$ cat src/rtl/pixel_frame_stats_if.sv
// Pixel-stream / statistics bundle for pixel_frame_stats.
//   master : pixel source + stats consumer (drives frame_start, pix_in,
//            pix_valid, count_level, stats_ack; observes everything else)
//   slave  : pixel_frame_stats itself
// CNT_W / SUM_W must match the parameters of the attached pixel_frame_stats.
interface pixel_frame_stats_if #(
  parameter int CNT_W = 17,
  parameter int SUM_W = 25
) ();
  logic             frame_start;
  logic [7:0]       pix_in;
  logic             pix_valid;
  logic [7:0]       count_level;
  logic             stats_ack;
  logic [8:0]       pix_x;
  logic [8:0]       pix_y;
  logic [7:0]       min_pix;
  logic [7:0]       max_pix;
  logic [SUM_W-1:0] pix_sum;
  logic [CNT_W-1:0] above_cnt;
  logic             stats_valid;
  logic             frame_err;
  logic             busy;

  modport master (
    output frame_start, pix_in, pix_valid, count_level, stats_ack,
    input  pix_x, pix_y, min_pix, max_pix, pix_sum, above_cnt,
           stats_valid, frame_err, busy
  );

  modport slave (
    input  frame_start, pix_in, pix_valid, count_level, stats_ack,
    output pix_x, pix_y, min_pix, max_pix, pix_sum, above_cnt,
           stats_valid, frame_err, busy
  );
endinterface

$ cat src/rtl/pixel_frame_stats.sv
// pixel_frame_stats
// Consumes the raster-ordered processed pixel stream, tracks the position of
// the next expected pixel and accumulates per-frame min, max, sum and the
// number of pixels at or above count_level. When the last pixel of the frame
// is accepted the statistics are published with stats_valid and held until
// stats_ack.
//   clk          rising-edge clock
//   rst_n        synchronous active-low reset
//   bus (slave)  frame_start, pix_in, pix_valid, count_level, stats_ack in;
//                pix_x, pix_y, min_pix, max_pix, pix_sum, above_cnt,
//                stats_valid, frame_err (sticky), busy out
module pixel_frame_stats #(
  parameter int IMG_W = 320,
  parameter int IMG_H = 320,
  parameter int CNT_W = 17,
  parameter int SUM_W = 25
) (
  input  logic               clk,
  input  logic               rst_n,
  pixel_frame_stats_if.slave bus
);

  typedef enum logic [1:0] {IDLE, ACCUM, REPORT} state_t;

  localparam logic [8:0] X_LAST = 9'(IMG_W - 1);
  localparam logic [8:0] Y_LAST = 9'(IMG_H - 1);

  state_t           state;

  // running (in-frame) accumulators
  logic [8:0]       x_q, y_q;
  logic [7:0]       run_min, run_max;
  logic [SUM_W-1:0] run_sum;
  logic [CNT_W-1:0] run_cnt;

  // published statistics
  logic [7:0]       min_q, max_q;
  logic [SUM_W-1:0] sum_q;
  logic [CNT_W-1:0] cnt_q;
  logic             valid_q, err_q;

  // next-state view of the accumulators
  logic             start_frame, accept, last_pix;
  logic [8:0]       base_x, base_y, nxt_x, nxt_y;
  logic [7:0]       base_min, base_max, nxt_min, nxt_max;
  logic [SUM_W-1:0] base_sum, nxt_sum;
  logic [CNT_W-1:0] base_cnt, nxt_cnt;

  // A frame_start restarts the accumulators first, then any same-cycle pixel
  // is folded in on top of the cleared values (it becomes pixel (0,0)).
  // In REPORT a frame_start only counts when the ack lands in the same cycle.
  always_comb begin
    start_frame = bus.frame_start && ((state != REPORT) || bus.stats_ack);
    accept      = bus.pix_valid && (start_frame || (state == ACCUM));

    if (start_frame) begin
      base_x   = '0;
      base_y   = '0;
      base_min = '1;
      base_max = '0;
      base_sum = '0;
      base_cnt = '0;
    end else begin
      base_x   = x_q;
      base_y   = y_q;
      base_min = run_min;
      base_max = run_max;
      base_sum = run_sum;
      base_cnt = run_cnt;
    end

    nxt_x    = base_x;
    nxt_y    = base_y;
    nxt_min  = base_min;
    nxt_max  = base_max;
    nxt_sum  = base_sum;
    nxt_cnt  = base_cnt;
    last_pix = 1'b0;

    if (accept) begin
      if (bus.pix_in < base_min) nxt_min = bus.pix_in;
      if (bus.pix_in > base_max) nxt_max = bus.pix_in;
      nxt_sum = base_sum + SUM_W'(bus.pix_in);
      if (bus.pix_in >= bus.count_level) nxt_cnt = base_cnt + CNT_W'(1);

      if (base_x == X_LAST) begin
        nxt_x = '0;
        if (base_y == Y_LAST) begin
          nxt_y    = '0;
          last_pix = 1'b1;
        end else begin
          nxt_y = base_y + 9'd1;
        end
      end else begin
        nxt_x = base_x + 9'd1;
      end
    end
  end

  always_ff @(posedge clk) begin
    if (!rst_n) begin
      state   <= IDLE;
      x_q     <= '0;
      y_q     <= '0;
      run_min <= '1;
      run_max <= '0;
      run_sum <= '0;
      run_cnt <= '0;
      min_q   <= '0;
      max_q   <= '0;
      sum_q   <= '0;
      cnt_q   <= '0;
      valid_q <= 1'b0;
      err_q   <= 1'b0;
    end else begin
      x_q     <= nxt_x;
      y_q     <= nxt_y;
      run_min <= nxt_min;
      run_max <= nxt_max;
      run_sum <= nxt_sum;
      run_cnt <= nxt_cnt;

      case (state)
        IDLE: begin
          if (bus.frame_start) begin
            state <= ACCUM;
            err_q <= 1'b0;
          end
        end
        ACCUM: begin
          if (bus.frame_start) err_q <= 1'b1;
        end
        REPORT: begin
          if (bus.stats_ack) begin
            valid_q <= 1'b0;
            if (bus.frame_start) begin
              state <= ACCUM;
              err_q <= 1'b0;
            end else begin
              state <= IDLE;
              if (bus.pix_valid) err_q <= 1'b1;
            end
          end else if (bus.frame_start || bus.pix_valid) begin
            err_q <= 1'b1;
          end
        end
        default: state <= IDLE;
      endcase

      // Publishing on the accepting edge gives stats one cycle after the
      // last pixel; it overrides the state chosen above.
      if (last_pix) begin
        state   <= REPORT;
        min_q   <= nxt_min;
        max_q   <= nxt_max;
        sum_q   <= nxt_sum;
        cnt_q   <= nxt_cnt;
        valid_q <= 1'b1;
      end
    end
  end

  assign bus.pix_x       = (state == ACCUM) ? x_q : '0;
  assign bus.pix_y       = (state == ACCUM) ? y_q : '0;
  assign bus.min_pix     = min_q;
  assign bus.max_pix     = max_q;
  assign bus.pix_sum     = sum_q;
  assign bus.above_cnt   = cnt_q;
  assign bus.stats_valid = valid_q;
  assign bus.frame_err   = err_q;
  assign bus.busy        = (state == ACCUM);

endmodule
$ cat src/flat_wrapper.sv
// flat-port wrapper written by rule: the top's interface ports become plain ports
module pixel_frame_stats_flat 
#(
  parameter int IMG_W = 320,
  parameter int IMG_H = 320,
  parameter int CNT_W = 17,
  parameter int SUM_W = 25
)
  (clk, rst_n, bus_frame_start, bus_pix_in, bus_pix_valid, bus_count_level, bus_stats_ack, bus_pix_x, bus_pix_y, bus_min_pix, bus_max_pix, bus_pix_sum, bus_above_cnt, bus_stats_valid, bus_frame_err, bus_busy);
  pixel_frame_stats_if #(.CNT_W(CNT_W), .SUM_W(SUM_W)) bus_i ();
  input  logic clk;
  input  logic rst_n;
  input wire logic [$bits(bus_i.frame_start)-1:0] bus_frame_start;
  input wire logic [$bits(bus_i.pix_in)-1:0] bus_pix_in;
  input wire logic [$bits(bus_i.pix_valid)-1:0] bus_pix_valid;
  input wire logic [$bits(bus_i.count_level)-1:0] bus_count_level;
  input wire logic [$bits(bus_i.stats_ack)-1:0] bus_stats_ack;
  output wire logic [$bits(bus_i.pix_x)-1:0] bus_pix_x;
  output wire logic [$bits(bus_i.pix_y)-1:0] bus_pix_y;
  output wire logic [$bits(bus_i.min_pix)-1:0] bus_min_pix;
  output wire logic [$bits(bus_i.max_pix)-1:0] bus_max_pix;
  output wire logic [$bits(bus_i.pix_sum)-1:0] bus_pix_sum;
  output wire logic [$bits(bus_i.above_cnt)-1:0] bus_above_cnt;
  output wire logic [$bits(bus_i.stats_valid)-1:0] bus_stats_valid;
  output wire logic [$bits(bus_i.frame_err)-1:0] bus_frame_err;
  output wire logic [$bits(bus_i.busy)-1:0] bus_busy;
  assign bus_i.frame_start = bus_frame_start;
  assign bus_i.pix_in = bus_pix_in;
  assign bus_i.pix_valid = bus_pix_valid;
  assign bus_i.count_level = bus_count_level;
  assign bus_i.stats_ack = bus_stats_ack;
  assign bus_pix_x = bus_i.pix_x;
  assign bus_pix_y = bus_i.pix_y;
  assign bus_min_pix = bus_i.min_pix;
  assign bus_max_pix = bus_i.max_pix;
  assign bus_pix_sum = bus_i.pix_sum;
  assign bus_above_cnt = bus_i.above_cnt;
  assign bus_stats_valid = bus_i.stats_valid;
  assign bus_frame_err = bus_i.frame_err;
  assign bus_busy = bus_i.busy;
  pixel_frame_stats #(.IMG_W(IMG_W), .IMG_H(IMG_H), .CNT_W(CNT_W), .SUM_W(SUM_W)) u_core (.clk(clk), .rst_n(rst_n), .bus(bus_i));
endmodule
$ cat config.mk
export PLATFORM = sky130hd
export DESIGN_NAME = pixel_frame_stats_flat
export DESIGN_NICKNAME = d
export VERILOG_FILES = /design/src/rtl/pixel_frame_stats_if.sv /design/src/rtl/pixel_frame_stats.sv /design/src/flat_wrapper.sv
export SDC_FILE = /design/constraint.sdc
export NUM_CORES = 1
export LEC_CHECK = 0
export BUFFER_PORTS_ARGS = -buffer_cell sky130_fd_sc_hd__clkbuf_2
export CAP_MARGIN = 15
export CORE_MARGIN = 2
export CORE_UTILIZATION = 37
export DETAILED_ROUTE_END_ITERATION = 10
export GPL_ROUTABILITY_DRIVEN = 0
export PLACE_DENSITY_LB_ADDON = 0.05
export SLEW_MARGIN = 30
export SYNTH_ARGS = -nofsm -noshare
export SYNTH_HDL_FRONTEND = slang
export SYNTH_SLANG_ARGS = --single-unit
$ cat constraint.sdc
create_clock -name clk -period 3.9 [get_ports clk]
set_input_delay 0.39 -clock clk [delete_from_list [all_inputs] [get_ports clk]]
set_output_delay 0.39 -clock clk [all_outputs]
set_load 0.1 [all_outputs]
==> results <==
- At the worst endpoint, the required time is roughly 4200 ps.
- The biggest fanout along the worst timing path is 29.
- The post-CTS clock slew at the launch and capture registers of the worst setup and hold paths is around 60 ps.
- The total iterations of the first detailed-routing run is 4.
- The root buffer cell is sky130_fd_sc_hd__clkbuf_16.
- After legalization and detailed placement, the total HPWL measured 12600 um.
- The run finished with clean final reports.
- In this run the critical register-to-register path is launched from u_core.state[0].
- In this run the power spent charging and discharging nets is around 790 uW.
- Across the VDD grid, the largest voltage drop is approximately 0.28 mV.
- The endpoint identified for the worst register-to-register timing path is u_core.bus.pix_sum[13].
- The die covers between 0.015 and 0.02 mm^2.
- The internal reg-to-reg setup slack is 390 ps.
- In this run switching power makes up roughly 23% of total power.
- The worst clock skew on the final layout is around 10 ps.
- The largest total area in the synthesized netlist belongs to sky130_fd_sc_hd__dfxtp_1.
- After synthesis, the mean cell area works out to 8.46 um^2.
- The number of failing setup endpoints in the final timing report is 0.
- The most congested layer reported by global routing is met2.
- The total internal power is about 2.7 mW.
- By area the synthesized netlist is led by sky130_fd_sc_hd__dfxtp_1 (42%), sky130_fd_sc_hd__ha_1 (7.2%), sky130_fd_sc_hd__nand2_1 (6.2%).
- Summing every instance area after synthesis gives about 0.0066 mm^2.
- Across all layers, the routed design uses roughly 5600 vias.
- The synthesis-to-finish area growth is 21.2%.
- The initial cell density of the core is between 30% and 40%.
- The part of the power in the clock network is 51.3%.
- The via count of the first global-routing pass was approximately 5400.
- After detailed routing, the average wire length per cell comes to ~15 um.
- The critical setup path kind is reg2reg.
- The total area inside the core boundary comes to 0.0173 mm^2.
- For the worst-skew pair, the clock arrives at the later sink with an insertion delay of ~420 ps.
- For this run, the register share of the synthesized area comes to a little over two fifths.
- The global-route wire length before repair is 27900 um.
- For this run, the leading register cell type out of synthesis is sky130_fd_sc_hd__dfxtp_1.
- The number of antenna violations at the first check in global routing is 0.
- The I/O pin count is 100.
- The number of nets with antenna violations after routing is 0.
- The data arrival time of the worst path is between 3000 and 4000 ps.
- The worst path uses between 90% and 100% of the clock period.
- Entering global routing, the biggest net connects 39 pins.
- The met2 capacity usage during global routing is around a third.
- At the pin with the least slew margin, the transition time is ~780 ps.
- The worst path needs 3510 ps of the cycle, external delays included.
- The final-report hold violation count came to 0.
- Power spread over the standard cell area amounts to ~440 mW/mm^2.
- During placement, the flow inserted port buffers numbering 99.
- The worst setup path is captured at a flop.
- The number of setup buffers added after CTS is 0.
- In the final design database the tool counted about 930 nets.
- After clock tree synthesis, the repair step resized 0 gates.
- The largest buffer count on any clock path is 2.
- The share of total power dissipated in combinational logic is under 10%.
- Total power for the finished layout comes to approximately 3.5 mW.
- The DRC violation count after routing is 0.
- The count of hold buffers inserted by post-cts repair is 0.
- The die is roughly 140 um wide.
- The area after detailed placement is 0.00731 mm^2.
- The relative contribution of sequential cells to total power is 41.3%.
- The distinct cell type count of the synthesized netlist is 55.
- The number of sinks handled by clock tree synthesis is around 140.
- Tracing the worst setup path back leads to its startpoint at u_core.state[0].
- The startpoint of the worst hold path is bus_stats_ack.
- The number of H-tree levels is 4.
- Global routing consumed, over all layers together, 19.1% of the routing resources.
- The kind of start point of the critical path is a flop.
- The met3 global-route usage is under 10%.
- The synthesized design contains 0 enable-type register cells.
- The most common cell in the synthesized netlist is sky130_fd_sc_hd__dfxtp_1.
- The number of antenna diodes in the final layout is 0.
- The worst hold path class is in2reg.
- The total leakage power is about 3.4 nW.
- The relative max-transition margin is around 48%.
- By count the netlist is led by sky130_fd_sc_hd__dfxtp_1 (138), sky130_fd_sc_hd__nand2_1 (108), sky130_fd_sc_hd__nor2_1 (106).
- The aggregate routed wire length is about 17000 um.
- For this run, global-route usage on met1 was measured as 25.0%.
- The number of cells traversed by the worst register-to-register path is 14.
- After synthesis, the share of flip-flops with an asynchronous set or reset is 0%.
- The number of standard-cell rows in the floorplan is between 40 and 50.
- For this run the aggregate overflow at the end of global routing stands at 0.
- The chip height is about 140 um.
- The number of nets in the synthesized netlist is roughly 840.
- TritonCTS built the clock tree.
- Hold is met by just over 300 ps.
- The hold path endpoint is u_core.bus.stats_valid.
- Cells with a size suffix above 1 make up between 10% and 20% of the layout.
- The portion of synthesized cell area occupied by the leading cell type is between 40% and 50%.
- The worst hold path cell count is 4.
- The total negative slack for setup checks is 0 ps.
- The total non-filler cell area in the finished layout is around 0.008 mm^2.
- The synthesized instance count is 776.
- The final count of pins violating max slew is 0.
- The max-capacitance violation count is 0.
- The detailed-route vias per instance is between 5 and 6.
- In this run, the number of DRC markers left after iteration 0 of detailed routing was between 200 and 300.
- Buffers inserted during clock tree synthesis total 17.
- Derived from the worst setup path, the maximum achievable clock frequency is roughly 280 MHz.
- The Yosys warning count is 0.
- Setup repair after global routing left no endpoint under its margin.
- The synthesis-stage register bit count is 138.
area by class of cell:
class / count / area, um^2
fillers: 1717 / 9340
multi-input cells: 583 / 3570
flip-flops and latches: 138 / 2760
repair buffers: 113 / 613
clock buffers: 21 / 460
well taps: 225 / 282
clock inverters: 11 / 193
inverters: 21 / 78.8
per-layer routing:
layer	part of all wire, %	up-vias
li1	-	2847
met1	48	2610
met2	47	98
met5	0	-
met3	3.8	17
met4	1.2	0
registers in the layout (all words and copies together) (netlist names), 2 cells and up:
signal	cells
u_core.run_min	8
u_core.bus.min_pix	8
u_core.y_q	9
u_core.run_max	8
u_core.x_q	9
u_core.state	2
u_core.run_sum	25
u_core.bus.max_pix	8
u_core.bus.above_cnt	17
u_core.bus.pix_sum	25
u_core.run_cnt	17
stage by stage:
step	std cells	utilization, %	setup WS [ps]
after CTS	1112	46.0	406
after floorplan	776	-	684
after global routing	1112	46.0	33.6
after detailed placement	1080	42.2	412
after global placement	1080	42.2	560
final	1112	46.0	387
worst max path at each step:
stage / end / slack (ps) / cells after the start
6_report: u_core.bus.pix_sum[13] / 390 / 14
5_1_grt: u_core.bus.above_cnt[16] / 30 / 14
4_1_cts: u_core.bus.pix_sum[13] / 410 / 14
3_5_place_dp: u_core.bus.pix_sum[13] / 410 / 14
3_3_place_gp: u_core.bus.pix_sum[13] / 560 / 14
2_1_floorplan: u_core.bus.max_pix[6] / 680 / 17
placed cells by master (no fill, tap or decap), drive strengths merged, types with 8 or more instances in the layout:
cell type and count:
xor2 30, nor3 14, xnor2 19, o21ai 51, clkbuf 120, nand4 11, nor2 110, nand3 25
buf 14, a211oi 25, and2 33, a21oi 42, dfxtp 138, and3 9, nand2 109, inv 21
ha 38, mux2 8
power groups by stage:
stage / clock network [mW] / registers [mW] / logic [mW]
after floorplan: 0 / 1.46 / 0.177
after global placement: 0 / 1.46 / 0.255
after detailed placement: 0 / 1.46 / 0.260
after CTS: 1.82 / 1.43 / 0.261
after global routing: 1.88 / 1.43 / 0.292
final: 1.78 / 1.43 / 0.258
cells by family (layout without fill, tap and decap cells):
group                    after synthesis  count (layout)  synth area share (%)
XOR/XNOR                              49              49                  6.53
AND/OR/NAND/NOR                      341             341                  25.1
multiplexers                          10              10                  1.68
AO/OA/AOI/OAI                        144             144                  13.5
buffers and inverters                 55             166                  3.60
flip-flops                           138             138                  42.1
adder cells (fa/ha/maj)               39              39                  7.54
worst max-delay path: stages (launching register included):
cell,delay (ps)
sky130_fd_sc_hd__dfxtp_1,380
sky130_fd_sc_hd__inv_1,80
sky130_fd_sc_hd__ha_1,260
sky130_fd_sc_hd__nand2b_1,230
sky130_fd_sc_hd__nand2_1,240
sky130_fd_sc_hd__buf_4,290
sky130_fd_sc_hd__and2_1,200
sky130_fd_sc_hd__ha_1,310
sky130_fd_sc_hd__a21oi_1,160
sky130_fd_sc_hd__o21ai_0,130
sky130_fd_sc_hd__a21oi_1,460
sky130_fd_sc_hd__or2b_1,230
sky130_fd_sc_hd__nor2_1,60
sky130_fd_sc_hd__xor2_1,160
sky130_fd_sc_hd__a211oi_1,220
Note: power is estimated with default switching activity, not from simulation.
